<file path="src/rtl/uart_rx_fifo.sv">
// UART receiver: input synchroniser, 16x-oversampled receive FSM with 3-sample majority vote, and receive FIFO.
// Optional macro UART_RX_ADDR_DETECT_EN enables 9-bit address detection (aden); without it aden is storage only.
module uart_rx_fifo #(
  parameter int FIFO_DEPTH  = 2,
  parameter int SYNC_STAGES = 2
) (
  input  logic       clk,
  input  logic       rst,
  input  logic       UART_RXD,
  input  logic       rx_sample_en,
  input  logic [7:0] reg_data_in,
  input  logic       rcsta_reg_wr_en,
  output logic [7:0] rcsta_reg_out,
  input  logic       rcreg_rd_en,
  output logic [7:0] rcreg_reg_out,
  output logic       rxif_set_en,
  output logic       rx_busy,
  output logic [2:0] rx_state_dbg_o
);

  localparam int AW = (FIFO_DEPTH > 1) ? $clog2(FIFO_DEPTH) : 1;
  localparam logic [AW:0] DEPTH_C = FIFO_DEPTH[AW:0];

  typedef enum logic [2:0] {
    S_IDLE  = 3'd0,
    S_START = 3'd1,
    S_DATA  = 3'd2,
    S_NINTH = 3'd3,
    S_STOP  = 3'd4
  } state_t;

  logic [SYNC_STAGES-1:0] sync_q;
  logic                   rxd_s;
  logic                   prev_q;
  logic                   rx9_q, cren_q, aden_q, oerr_q;
  logic                   cren_clear;
  state_t                 state_q;
  logic [3:0]             cnt_q;
  logic [2:0]             bit_cnt_q;
  logic [1:0]             vote_q;
  logic [7:0]             shift_q;
  logic                   bit9_q;
  logic                   maj;
  logic                   keep_frame;
  logic                   push_q;
  logic [9:0]             push_data_q;

  logic [9:0]             mem [FIFO_DEPTH];
  logic [AW-1:0]          wr_ptr_q, rd_ptr_q;
  logic [AW:0]            count_q;
  logic                   full, pop, do_push, overflow;
  logic [9:0]             head;

  // RXD is asynchronous; only the last synchroniser stage is ever observed.
  always_ff @(posedge clk or posedge rst) begin
    if (rst) sync_q <= '1;
    else     sync_q <= {sync_q[SYNC_STAGES-2:0], UART_RXD};
  end
  assign rxd_s = sync_q[SYNC_STAGES-1];

  always_ff @(posedge clk or posedge rst) begin
    if (rst) begin
      rx9_q  <= 1'b0;
      cren_q <= 1'b0;
      aden_q <= 1'b0;
    end else if (rcsta_reg_wr_en) begin
      rx9_q  <= reg_data_in[6];
      cren_q <= reg_data_in[4];
      aden_q <= reg_data_in[3];
    end
  end

  assign cren_clear = rcsta_reg_wr_en & ~reg_data_in[4];
  // samples 7 and 8 sit in vote_q, sample 9 is the live input
  assign maj = (vote_q[1] & vote_q[0]) | (vote_q[1] & rxd_s) | (vote_q[0] & rxd_s);

`ifdef UART_RX_ADDR_DETECT_EN
  assign keep_frame = ~(aden_q & rx9_q & ~bit9_q);
`else
  assign keep_frame = 1'b1;
`endif

  always_ff @(posedge clk or posedge rst) begin
    if (rst) begin
      state_q     <= S_IDLE;
      prev_q      <= 1'b1;
      cnt_q       <= 4'd1;
      bit_cnt_q   <= 3'd0;
      vote_q      <= 2'b11;
      shift_q     <= 8'h00;
      bit9_q      <= 1'b0;
      push_q      <= 1'b0;
      push_data_q <= 10'h000;
    end else begin
      push_q <= 1'b0;
      if (rx_sample_en) prev_q <= rxd_s;
      if (cren_clear) begin
        state_q <= S_IDLE;
        cnt_q   <= 4'd1;
      end else if (rx_sample_en) begin
        if (cnt_q == 4'd7 || cnt_q == 4'd8) vote_q <= {vote_q[0], rxd_s};
        cnt_q <= cnt_q + 4'd1;
        case (state_q)
          S_IDLE: begin
            // the sample that sees the falling edge counts as sample 0
            cnt_q <= 4'd1;
            if (cren_q && !oerr_q && prev_q && !rxd_s) begin
              state_q   <= S_START;
              bit_cnt_q <= 3'd0;
              bit9_q    <= 1'b0;
            end
          end
          S_START: begin
            if (cnt_q == 4'd9 && maj)  state_q <= S_IDLE;
            else if (cnt_q == 4'd15)   state_q <= S_DATA;
          end
          S_DATA: begin
            if (cnt_q == 4'd9) shift_q <= {maj, shift_q[7:1]};
            if (cnt_q == 4'd15) begin
              bit_cnt_q <= bit_cnt_q + 3'd1;
              if (bit_cnt_q == 3'd7) state_q <= rx9_q ? S_NINTH : S_STOP;
            end
          end
          S_NINTH: begin
            if (cnt_q == 4'd9)  bit9_q  <= maj;
            if (cnt_q == 4'd15) state_q <= S_STOP;
          end
          S_STOP: begin
            if (cnt_q == 4'd9) begin
              state_q     <= S_IDLE;
              push_q      <= keep_frame;
              push_data_q <= {~maj, bit9_q & rx9_q, shift_q};
            end
          end
          default: state_q <= S_IDLE;
        endcase
      end
    end
  end

  assign rx_busy        = (state_q != S_IDLE);
  assign rx_state_dbg_o = state_q;

  assign full     = (count_q == DEPTH_C);
  assign pop      = rcreg_rd_en && (count_q != '0);
  assign do_push  = push_q && (!full || pop);
  assign overflow = push_q && full && !pop;

  always_ff @(posedge clk) begin
    if (do_push) mem[wr_ptr_q] <= push_data_q;
  end

  always_ff @(posedge clk or posedge rst) begin
    if (rst) begin
      wr_ptr_q <= '0;
      rd_ptr_q <= '0;
      count_q  <= '0;
      oerr_q   <= 1'b0;
    end else begin
      if (do_push) wr_ptr_q <= wr_ptr_q + 1'b1;
      if (pop)     rd_ptr_q <= rd_ptr_q + 1'b1;
      case ({do_push, pop})
        2'b10:   count_q <= count_q + 1'b1;
        2'b01:   count_q <= count_q - 1'b1;
        default: count_q <= count_q;
      endcase
      // clearing cren wins over a simultaneous overrun
      if (cren_clear)    oerr_q <= 1'b0;
      else if (overflow) oerr_q <= 1'b1;
    end
  end

  assign head          = (count_q != '0) ? mem[rd_ptr_q] : 10'h000;
  assign rxif_set_en   = (count_q != '0);
  assign rcreg_reg_out = head[7:0];
  assign rcsta_reg_out = {1'b1, rx9_q, 1'b0, cren_q, aden_q, head[9], oerr_q, head[8]};

endmodule
</file>
<file path="config.mk">
export PLATFORM = sky130hd
export DESIGN_NAME = uart_rx_fifo
export DESIGN_NICKNAME = d
export VERILOG_FILES = /design/src/rtl/uart_rx_fifo.sv
export SDC_FILE = /design/constraint.sdc
export NUM_CORES = 1
export LEC_CHECK = 0
export CAP_MARGIN = 20
export CORE_UTILIZATION = 50
export DETAILED_ROUTE_END_ITERATION = 8
export MAX_ROUTING_LAYER = met4
export PLACE_DENSITY_LB_ADDON = 0.25
export SETUP_SLACK_MARGIN = 0.4
export SYNTH_ARGS = -nofsm -noshare
export SYNTH_HDL_FRONTEND = slang
export SYNTH_SLANG_ARGS = --single-unit
</file>
<file path="constraint.sdc">
create_clock -name clk -period 1.8 [get_ports clk]
set_input_delay 0.27 -clock clk [delete_from_list [all_inputs] [get_ports clk]]
set_output_delay 0.27 -clock clk [all_outputs]
set_load 0.05 [all_outputs]
</file>
Word level (Yosys, flattened, before mapping):

Memories as Yosys holds them, arrays and structs flattened.
Cells that the tools add are included.

* $add $sub $neg: 6
* eq/ne operators: 21
* multiplexer cells: 30
* bitwise gates (word level): 10
* reduce and logical (&&, ||, !) cells: 28

Operator list (number)
* two-way mux 3 bit: 12
* != test 3 bit (second input constant): 5
* case mux 3 bit (5 select lines): 1
* == test 4 bit (second input constant): 3
* two-way mux 4 bit: 3
* nonzero test 2 bit: 6
* two-way mux 1 bit: 10
* two-way mux 10 bit: 1
* AND reduction 5 bit: 2
* logical AND 1 bit: 8
* AND reduction 4 bit: 2
* AND reduction 7 bit: 1
* == test 3 x 2 -> 1 bit (second input constant): 2
* == test 3 bit (second input constant): 2
* != test 2 bit (second input constant): 3
* case mux 3 bit (2 select lines): 1
* AND 1 bit: 5
* adder 4 x 1 -> 4 bit (second input constant): 1
* == test 2 bit (second input constant): 2
* == test 4 x 3 -> 1 bit (second input constant): 1
* logical NOT 1 bit: 4
* != test 4 bit (second input constant): 1
* case mux 2 bit (2 select lines): 1
* adder 3 x 1 -> 3 bit (second input constant): 1
* other kinds (12): 17

* register bits: 43
* memory bits (writable): 20
* input port bits: 14
* word-level logic and storage cells: 113
* memories kept: 1

Memories
* mem: words 2, bits a word 10, read ports 1, clocked after Yosys merged registers in 0, wr ports 1, RTL line 48 `logic [9:0] mem [FIFO_DEPTH];`

Logic depth before layout (Yosys ltp):

Gate-level depths: netlist of run 1.

* word-level depth: 8
* gate-level depth with buffers: 8

Least setup slack after synthesis of run 1:

No wires, ideal clock.

* path kind: flip-flop to flip-flop
* start: reg state_q[0], in the netlist rx_state_dbg_o[0]
* end: reg bit9_q
* setup time: 0.129 ns
* data arrival time: 1.847 ns
* slack: -0.176 ns
* stages on the path, launching flop included: 7
* buffers on the path: 1
* cells stage by stage: dfrtp_1 -> clkbuf_1 -> nor3_1 -> inv_1 -> o211ai_1 -> o22a_1 -> o21ai_0

* longest elaborated chain between the ends: 3

RTL lines
* start, declared: RTL line 37 `state_t state_q;`
* start signal, assigned: RTL line 121 `if (bit_cnt_q == 3'd7) state_q <= rx9_q ? S_NINTH : S_STOP;`
* == test 3 x 2 -> 1 bit / logical NOT 3 bit (equally long branches): RTL line 103 `case (state_q)`
* != test 2 bit (no line) / nonzero test 2 bit (equally long branches)
* AND reduction 5 bit (no line)
* end signal, assigned: RTL line 125 `if (cnt_q == 4'd9) bit9_q <= maj;`
* end, declared: RTL line 42 `logic bit9_q;`

Several ways; a longest one is shown, not always the timed one.
A chain may end at the register's enable or synchronous reset.

Worst setup path in the final report of run 1:

* start: reg cnt_q[0]
* end: reg shift_q[4]

* longest elaborated chain between the ends: 2

RTL lines
* start, declared: RTL line 38 `logic [3:0] cnt_q;`
* start signal, assigned: RTL line 102 `cnt_q <= cnt_q + 4'd1;`
* == test 4 bit: RTL line 118 `if (cnt_q == 4'd9) shift_q <= {maj, shift_q[7:1]};`
* AND reduction 4 bit (no line)
* end signal, assigned: RTL line 118
* end, declared: RTL line 41 `logic [7:0] shift_q;`

Every way passes these cells.

==> reports/results.ini, run 1 <==
[synthesis]
synth.distinct_cells = 42
synthesis.nets = 256
synth-edff-count = 20
yosysMostFrequentCell = dfrtp_1
synth_cells = 237
netlist_area_sq_um = 2925
yosysWarnings = 0
synthTopCellsByCount = 37 x dfrtp_1, 26 x mux2_2, 21 x nor2_1
synth_top_cell_by_area = dfrtp_1
yosys_register_bits = 63
ys_dominant_reg_cell = dfrtp_1
synthArstFlopShare = 0.6825
syn_avg_cell_area_sq_um = 12.34
yosysTopAreaCellShare = 0.3165
seq_area_frac_synth = 0.5757
synthTopCellsByArea = dfrtp_1 32%, edfxtp_1 21%, mux2_2 10%

[worst_setup_path]
worstPathArrival_ns = 1.93
crit_path_end_kind = flop
path_class = reg2reg
crit_start = cnt_q[0]
crit_family = flip-flops
startpoint_type = flop
slowest_delay_ns = 0.54
cp.required_ns = 2.01
path_buf_inv = 1
cp_cell_sequence = ha_1 > and3b_2 > buf_4 > nand4_4 > mux2_2
timing.rr.start = cnt_q[0]
path_max_fanout = 8
cp_slowest_cell = dfstp_2

[power]
ir_drop_mv = 0.9951
power_density_nw_per_um2 = 1092
p_leak_nw = 1.762

[clock_network]
cts_root_buf = clkbuf_8
clock_latency_ns = 0.33
htreeDepth = 3
clkSinkCount = 63
cts_made_buffers = 9
clk_pin_slew_ns = 0.07
cts_tree = yes
cts_buffer_depth = 2
postCtsHoldBufs = 0

[detailed_routing]
dr.first_iter.drc_count = 89
drcViolationCount = 0
vias = 2100
drt-total-wl_mm = 6.345
viasPerCell = 5.440
final_antenna_net_count = 0
wl_per_cell_um = 16.44
drt_first_pass_iters = 4

[global_routing]
grt_start_max_net_pins = 44
grt_use_total = 0.2230
grt_pass1_vias = 2039
grt_pass1_wl_mm = 10.01
grt.overflow.total = 0
antenna_found_initial = 0

[timing]
fin_crit_sh = 0.9551
hold-worst-slack_ns = 0.3036
min_period_ns = 1.719
finClkSkew_ns = 0.005942
maxSlewViolCount = 0
fmax_ghz = 0.5817
rsz0062_at_grt = yes
finalSetupViolations = 0
finalHoldViolCount = 0

[placement]
placed_cell_area_sq_um = 3387
hpwl_mm = 3.415
gp_congestion = 0.8759
port_buffers = 27

[floorplanning]
core_sq_um = 5574
die_area_sq_um = 6161
die_w_um = 78.49
rows = 27
start_util = 0.5248
die_h_um = 78.49
ios = 35

[layout]
regArea_sq_um = 1690
layout-drive-gt1-share = 0.4841
utilization = 0.7181
fillers = 381
stdcell_area_sq_um = 4003
fin_nets = 328
area_growth_syn_to_layout_pct = 36.83
antenna_cells = 0
multi_input_area_sq_um = 1280

[status]
status = finished clean

[job]
cap_viol_max_count = 0

[min_path]
hold_class = in2async

## sequential cells by signal, summed over array words and instances (netlist names)
name / count
bit_cnt_q: 3
vote_q: 2
bit9_q: 1
count_q: 2
cnt_q: 4
aden_q: 1
wr_ptr_q: 1
prev_q: 1
oerr_q: 1
rx_state_dbg_o: 3
push_data_q: 10
rd_ptr_q: 1
sync_q: 2
cren_q: 1
shift_q: 8
mem: 20
push_q: 1
rx9_q: 1
## worst min-delay path, cell delays in order
cell	delay, ns
clkdlybuf4s50_1	0.40
inv_1	0.09
buf_12	0.24
## stage by stage
step,cells,power [W],TNS [ns],setup WS (ns)
after CTS,373,0.004095,0,0.09148
after floorplan,237,0.002420,0,0.1733
final,386,0.004372,0,0.08084
after detailed placement,339,0.002683,-1.678,-0.1371
after global routing,386,0.004545,0,0.01709
after global placement,339,0.002667,-1.146,-0.1188
## where the power goes
group          total (W)  switching, W  internal, W  leakage [nW]
clock            0.00115      0.000524     0.000629        0.0884
combinational    0.00154      0.000763     0.000773         0.937
sequential       0.00168      0.000104      0.00158         0.737
## repair_timing
action | in CTS | in global routing
buffers inserted | 15 | 13
gates cloned | 3 | 0
gates resized for setup | 53 | 17
endpoints found under the setup margin | 63 | 68
hold endpoints to repair | 0 | 0
pin swaps | 17 | 10
## per-layer routing
| layer | part of all wire | vias to the layer above | global-route usage |
|---|---|---|---|
| li1 | - | 980 | - |
| met2 | 0.53 | 53 | 0.3956 |
| met5 | 0 | - | - |
| met1 | 0.41 | 1049 | 0.2566 |
| met3 | 0.035 | 18 | 0.04535 |
| met4 | 0.020 | 0 | 0.06111 |
## path summary, 6_finish.rpt
check	depth (start not counted)	endpoint	slack (ns)
max	5	shift_q[4]	0.08
min	3	push_q	0.30
max reg2reg	5	shift_q[4]	0.08
min reg2reg	0	sync_q[1]	0.36
max in group asynchronous	3	cnt_q[0]	1.22
min in group clk	1	sync_q[0]	0.34
## cell families after synthesis
| kind of cell | count (synthesis) | synth area share |
|---|---|---|
| simple gates | 70 | 0.1317 |
| flops | 63 | 0.5757 |
| mux | 39 | 0.1446 |
| compound gates | 28 | 0.06031 |
| buf+inv | 26 | 0.05132 |
| fa+ha+maj | 6 | 0.02481 |
| xor+xnor | 3 | 0.008984 |
| other cells | 2 | 0.002567 |
## layout make-up
class,instances,area share
clock inverters,5,0.01250
well taps,72,0.02251
clock buffers,11,0.03282
multi-input cells,149,0.3198
inverters,9,0.009065
repair buffers,77,0.1810
flip-flops and latches,63,0.4223
## layout by cell type (no fill, tap or decap), drive strengths merged, types with 2 or more instances in the layout
cell	count
a21oi	7
and3	6
buf	66
clkbuf	11
clkdlybuf4s15	2
clkdlybuf4s50	8
clkinv	3
conb	2
dfrtp	37
dfstp	6
edfxtp	20
ha	5
inv	9
mux2	26
mux2i	13
nand2	13
nand2b	3
nand3	10
nand4	2
nor2	21
nor2b	4
nor3	2
nor3b	3
o211ai	4
o21ai	10
xnor2	3
No activity file was read; power rests on OpenSTA's default activity.
==> run 2: changes to the inputs <==
CORE_UTILIZATION = 43   (was 50)
==> run 2 against run 1 <==
- the flow now finishes with violations (DRC)
- final cell count increased by 0.26%
- register-to-register slack is essentially flat
- global-route usage fell by 2.2 points
- routed wire length is 0.44% lower
- die area is 16% higher
- sequential share of layout area decreased by 0.99 points
- first-iteration DRC count is 13% higher
==> reports/results.ini, run 2 (synthesis gave the netlist of run 1 again) <==
[timing]
maxSlewViolCount = 0  ; unchanged
setup_slack_ns = 0.06837  ; -0.01247 ns
fin_crit_sh = 0.9620  ; +0.006929
finClkSkew_ns = 0.006241  ; +0.0002990 ns
tns_ns = 0  ; unchanged
finalHoldViolCount = 0  ; unchanged
min_period_ns = 1.732  ; +0.01247 ns
rsz0062_at_grt = yes
hold-worst-slack_ns = 0.2929  ; -0.01067 ns
finalSetupViolations = 0  ; unchanged
fmax_ghz = 0.5775  ; -0.72%

[layout]
largest_reg_flops = 20  ; unchanged
area_growth_syn_to_layout_pct = 40.21
final_cell_mix = 33 x dfrtp_1, 29 x buf_6, 25 x buf_4
antenna_cells = 0  ; unchanged
final_common_cell = dfrtp_1
largestRegisters = mem (20), push_data_q (10), shift_q (8)
layout.cells.non_filler = 387  ; +0.26%
fillers = 489  ; +28%
largest_register = mem
fin_nets = 324  ; -1.2%
regArea_sq_um = 1692  ; about the same
layout-drive-gt1-share = 0.4968  ; +0.01270
multi_input_area_sq_um = 1320  ; +3.1%

[worst_setup_path]
path_buf_inv = 1  ; unchanged
cp_cell_sequence = ha_2 > and3b_2 > buf_4 > nand4_4 > mux2_2
crit_family = flip-flops
crit_path_end_kind = flop
slowest_delay_ns = 0.55  ; about the same
path_class = reg2reg
worstPathArrival_ns = 1.95  ; +0.02 ns
path_max_fanout = 8  ; unchanged
cp_slowest_cell = dfstp_2
cp.required_ns = 2.02  ; about the same
startpoint_type = flop

[placement]
pre_cts_ws_ns = -0.1296  ; +0.007494 ns
hpwl_mm = 3.678  ; +7.7%
port_buffers = 27  ; unchanged
gp_congestion = 0.8870  ; +1.3%
dp.cells = 345  ; +1.8%

[job]
cap_viol_max_count = 0  ; unchanged

[power]
report.power.total_w = 0.004431  ; +1.3%
combPwrFrac = 0.310  ; -0.041
switching_power_w = 0.001382  ; -0.60%
clockPowerShare = 0.305  ; +0.041
power_density_nw_per_um2 = 1080  ; -1.1%
switching_share = 0.3120  ; -0.006049
ir_drop_mv = 0.7307  ; -27%
p_leak_nw = 1.779  ; +0.95%
p_int_w = 0.003048  ; +2.2%
seq_power_share = 0.385  ; about the same

[detailed_routing]
viasPerCell = 5.292  ; -2.7%
vias = 2048  ; -2.5%
drt-total-wl_mm = 6.317  ; -0.44%
wl_per_cell_um = 16.32  ; -0.70%
drt_first_pass_iters = 6  ; +2
final_antenna_net_count = 0  ; unchanged
dr.first_iter.drc_count = 101  ; +13%
drcViolationCount = 4  ; +4

[floorplanning]
core_sq_um = 6459  ; +16%
ios = 35  ; unchanged
die_area_sq_um = 7137  ; +16%
start_util = 0.4529  ; -0.07188
die_w_um = 84.48  ; +7.6%
rows = 29  ; +7.4%
die_h_um = 84.48  ; +7.6%

[clock_network]
cts_buffer_depth = 2  ; unchanged
clock_latency_ns = 0.34  ; about the same
cts_root_buf = clkbuf_8
clkSinkCount = 63  ; unchanged
htreeDepth = 3  ; unchanged
postCtsHoldBufs = 0  ; unchanged
cts_tree = yes
clk_pin_slew_ns = 0.07  ; about the same
cts_made_buffers = 9  ; unchanged

[global_routing]
grt_start_max_net_pins = 44  ; unchanged
grt_pass1_vias = 2043  ; +0.20%
grt_use_total = 0.2009  ; -0.02213
grt.overflow.total = 0  ; unchanged
grt_pass1_wl_mm = 10.40  ; +3.9%
antenna_found_initial = 0  ; unchanged

[status]
failed_checks = DRC
status = complete, but fails checks

[min_path]
hold_class = in2async

## run 2: repair_timing
action,in CTS,in global routing
pin swaps,8,11
resized for setup,47,36
setup buffers,12,10
endpoints found under the setup margin,63,67
cloned,4,0
## run 2: path summary, 6_finish.rpt
kind | slack (ns) | cells past startpoint | from | endpoint
setup / recovery | 0.07 | 5 | cnt_q[0] | shift_q[0]
hold / removal | 0.29 | 3 | rst | count_q[0]
setup reg to reg | 0.07 | 5 | cnt_q[0] | shift_q[0]
hold reg to reg | 0.36 | 0 | sync_q[0] | sync_q[1]
max in group asynchronous | 1.24 | 3 | rst | sync_q[1]
min in group clk | 0.34 | 1 | UART_RXD | sync_q[0]
## run 2: layer usage
metal / GRT usage / wire length, um / vias to the layer above / part of all wire
met4: 0.09861 / 126 / 0 / 0.020
met3: 0.04621 / 197 / 12 / 0.031
met5: - / 0 / - / 0
li1: - / - / 977 / -
met1: 0.2342 / 2692 / 1006 / 0.43
met2: 0.3282 / 3300 / 53 / 0.52
## run 2: through the flow
stage | utilization | instance area [sq um]
after CTS | 0.6040 | 3901
final | 0.6350 | 4101
after global placement | 0.5258 | 3396
after global routing | 0.6350 | 4101
after detailed placement | 0.5258 | 3396
after floorplan | - | 3022
## run 2: power by group through the flow
stage / registers (W) / logic, W / clock network, W
4_1_cts: 0.00171 / 0.00111 / 0.00138
2_1_floorplan: 0.00176 / 0.000661 / 0
5_1_grt: 0.00172 / 0.00147 / 0.00145
3_5_place_dp: 0.00175 / 0.000952 / 0
3_3_place_gp: 0.00175 / 0.000937 / 0
6_report: 0.00171 / 0.00138 / 0.00135
## run 2: final cells by class
cell class / count / area share
flip-flops and latches: 63 / 0.4124
repair buffers: 72 / 0.1797
well taps: 77 / 0.02349
clock inverters: 7 / 0.02349
multi-input cells: 150 / 0.3218
inverters: 9 / 0.008847
clock buffers: 9 / 0.03020
## run 2: worst register-to-register path, delay by kind of cell (launching register included)
kind          cells  cell delay (ns)
mux               1             0.34
fa+ha+maj         1             0.16
buf+inv           1             0.14
simple gates      2             0.44
flops             1             0.55
==> run 3: changes to the inputs <==
ABC_AREA = 0   (was unset)
==> results of run 3 <==
The final DEF is identical to that of run 2; final timing and power are the same.
==> RTL edit 1 (config.mk and constraints of run 1) <==
Make the reset (`rst`) synchronous in 4 clocked blocks. Comments in the files are not updated.
--- a/src/rtl/uart_rx_fifo.sv
+++ b/src/rtl/uart_rx_fifo.sv
@@ -53,5 +53,5 @@
 
   // RXD is asynchronous; only the last synchroniser stage is ever observed.
-  always_ff @(posedge clk or posedge rst) begin
+  always_ff @(posedge clk) begin
     if (rst) sync_q <= '1;
     else     sync_q <= {sync_q[SYNC_STAGES-2:0], UART_RXD};
@@ -59,5 +59,5 @@
   assign rxd_s = sync_q[SYNC_STAGES-1];
 
-  always_ff @(posedge clk or posedge rst) begin
+  always_ff @(posedge clk) begin
     if (rst) begin
       rx9_q  <= 1'b0;
@@ -81,5 +81,5 @@
 `endif
 
-  always_ff @(posedge clk or posedge rst) begin
+  always_ff @(posedge clk) begin
     if (rst) begin
       state_q     <= S_IDLE;
@@ -151,5 +151,5 @@
   end
 
-  always_ff @(posedge clk or posedge rst) begin
+  always_ff @(posedge clk) begin
     if (rst) begin
       wr_ptr_q <= '0;
Behaviour: differs if rst is asserted again (counterexample within 4 cycles, from zero or initial values and one cycle with rst high); with rst held inactive, the same outputs for 10 cycles.
==> RTL edit 1 against run 1 <==
The run now ends with setup timing left. Cell count grew 4.9%. Core utilization grew 7.5 points. Setup slack lost 110 ps. Area after synthesis shrank 5.0%. Count of clock-buffer cells in the layout shrank 1. Sequential cell count grew 1. Wire length grew 6.9%. Design area grew 3.7%. Worst hold slack gained 110 ps. Die area shrank 4.9%. Critical path type unchanged. Largest cell class is now multi-input gates.
Power is not compared: it rests on default switching activity, and its combinational part moved more than twofold at a synthesized area within 25%.
==> RTL edit 1: results (changes against run 1) <==
Post-Syn Area per Cell 10.2 sq um (-17%); dominant cells by area after synthesis dfxtp_1 32%, edfxtp_1 22%, mux2i_1 12%, nor2_1 6.6%, ha_1 2.3%; Hold Slack 409 ps (+106 ps); Setup-failing EPs final 5 (+5); total track usage 24.1% (+1.8 points); failing checks setup timing; first-pass GRT wire length 10600 microns (+5.6%); peak fanout along the critical path 10 (+2); outcome finished with violations; routed wl met2 3540 microns (+4.8%); wl on met1 2780 microns (+6.0%); GR Util met1 26.3% (+0.64 points); drt via density 5.54 (+1.9%); Setup Skew 6.72 ps (+0.777 ps); dpl hpwl 3840 microns (+12%); Final Wtd Congestion 0.861 (-1.7%); GRT met2 Usage 42.4% (+2.9 points); wirelength, routed 6780 microns (+6.9%); RR Endpoint push_data_q[6]; setup TNS -84.5 ps (-84.5 ps); final setup margin -33.2 ps (-114 ps); fin nets 349 (+6.4%); met3 Usage GRT 5.99% (+1.5 points); Cell Area, Placed 0.00345 sq mm (+1.7%); Compound-Gate Fraction of Synth Area 7.61% (+1.6 points); Hold Crit Class reg -> reg; # clock sinks 64 (+1.6%); post-synthesis mux area share 11.5% (-2.9 points); Setup WS pre-CTS -87.5 ps (+49.5 ps); Top delay family on crit path simple AND/OR/NAND/NOR gates; worst-path cell with the longest stage delay or4b_4; drt pass-1 iters 7 (+3); top cells by count, synth 49 x nor2_1, 44 x dfxtp_1, 32 x mux2i_1; worst r2r src rx_state_dbg_o[0]; vias in the first global route 2178 (+6.8%); largest net degree at the start of global routing 37 (-16%); Inst Count DP 372 (+9.7%); xor/xnor share of the synthesized area 0.631% (-0.27 points); share of layout cells above drive strength 1 41.2% (-7.2 points); sequential fraction of the synthesis area 53.3% (-4.2 points)
## RTL edit 1: changes by cell type in the layout (fill, tap and decap cells not counted), sizes merged, moves of 4 or more
cell    before  now
buf         66   58
a211o        0    6
dfstp        6    0
o211ai       4    0
mux2        26    0
dfrtp       37    0
mux2i       13   32
or2          0    4
nand3       10    3
dfxtp        0   44
nor2        21   49
a21oi        7   12
## RTL edit 1: worst reg2reg max path: cells and delay by family (launching register included)
kind                   cells  cell delay, ps
muxes                      1             180
buffers and inverters      1             170
DFF                        1             340
and+or+nand+nor            3            1030
## RTL edit 1: cell type report
cell class	count	area [sq um]
Tap cell	70	87.6
Clock buffer	10	128
Inverter	10	50.0
Multi-Input combinational cell	178	1520
Sequential cell	64	1510
Clock inverter	6	61.3
Fill cell	309	1090
Timing Repair Buffer	67	797
## RTL edit 1: what timing repair did
action                                  4_1_cts  5_1_grt
gates cloned                                  2        0
pin swaps                                    11       10
endpoints found under the setup margin       62       62
setup buffers                                 6        9
gates resized for setup                      60       29
endpoints found under the hold margin         0        0
==> RTL edit 2 (flow settings as in run 1) <==
Without the edit above. Build with the macro `UART_RX_ADDR_DETECT_EN` defined.
--- a/src/rtl/uart_rx_fifo.sv
+++ b/src/rtl/uart_rx_fifo.sv
@@ -1,4 +1,6 @@
 // UART receiver: input synchroniser, 16x-oversampled receive FSM with 3-sample majority vote, and receive FIFO.
 // Optional macro UART_RX_ADDR_DETECT_EN enables 9-bit address detection (aden); without it aden is storage only.
+`define UART_RX_ADDR_DETECT_EN
+
 module uart_rx_fifo #(
   parameter int FIFO_DEPTH  = 2,
Formal check against the unedited RTL: same outputs for any inputs over 10 cycles, from zero or initial values and one cycle with rst high; that may be too few to reach the edited logic, so the function may still have changed.
==> RTL edit 2 against run 1 <==
Area after synthesis is essentially flat. Critical path type unchanged. Core utilization rose by 1.9 points. Design area is 2.7% higher. Setup slack got worse by 43 ps. Sequential cell count stayed put. Wire length is 1.7% higher. Total power down 0.70%.
==> RTL edit 2: results (changes against run 1) <==
area of the multi-input gates 0.00136 sq mm (+6.2%); outcome finished clean; Sw Ratio 31.1% (-0.73 points); clk cell area share 4.90% (+0.37 points); Worst Path Arrival 2010 ps (+80 ps); fin nets 325 (-0.91%); Synth cell types 43 (+2.4%); Post-Syn Area per Cell 12.4 sq um (about the same); Compound-Gate Fraction of Synth Area 6.24% (+0.21 points); share of layout cells above drive strength 1 48.9% (+0.47 points); wirelength, routed 6450 microns (+1.7%); final setup margin 38.1 ps (-42.8 ps); Inst Count DP 340 (+0.29%); fillcell total 374 (-1.8%); total track usage 21.9% (-0.45 points); seq_cells 63 (unchanged); sequential fraction of the synthesis area 57.5% (about the same); Setup WS pre-CTS -91.0 ps (+46.1 ps); multi-input gates 151 (+1.3%); vias in the first global route 1992 (-2.3%); Cell Area, Placed 0.00340 sq mm (+0.30%); Final Wtd Congestion 0.799 (-8.8%); peak fanout along the critical path 3 (-5); setup repair bufs after CTS 12 (-3); xor/xnor share of the synthesized area 0.897% (about the same); Synth Area in Adders 2.48% (about the same)
==> RTL edit 2: cell types whose count changed in the layout (fill, tap and decap cells not counted), sizes merged <==
cell	run 1	this run
buf	66	62
clkbuf	11	13
clkinv	3	1
a31oi	0	1
clkdlybuf4s15	2	1
clkdlybuf4s18	1	2
clkdlybuf4s50	8	7
dlygate4sd2	0	1
inv	9	8
nand4	2	3
==> RTL edit 2: per-layer routing <==
| layer | share of wire (%) | vias to the layer above | track usage (%) |
|---|---|---|---|
| met5 | 0 | - | - |
| met4 | 0.79 | 0 | 9.26 |
| met3 | 3.6 | 9 | 5.23 |
| met2 | 54 | 59 | 37.0 |
| met1 | 42 | 1020 | 24.6 |
| li1 | - | 982 | - |
==> RTL edit 2: worst min-delay path: stages <==
cell             delay, ps
clkdlybuf4s50_1        390
inv_1                   90
buf_12                 250
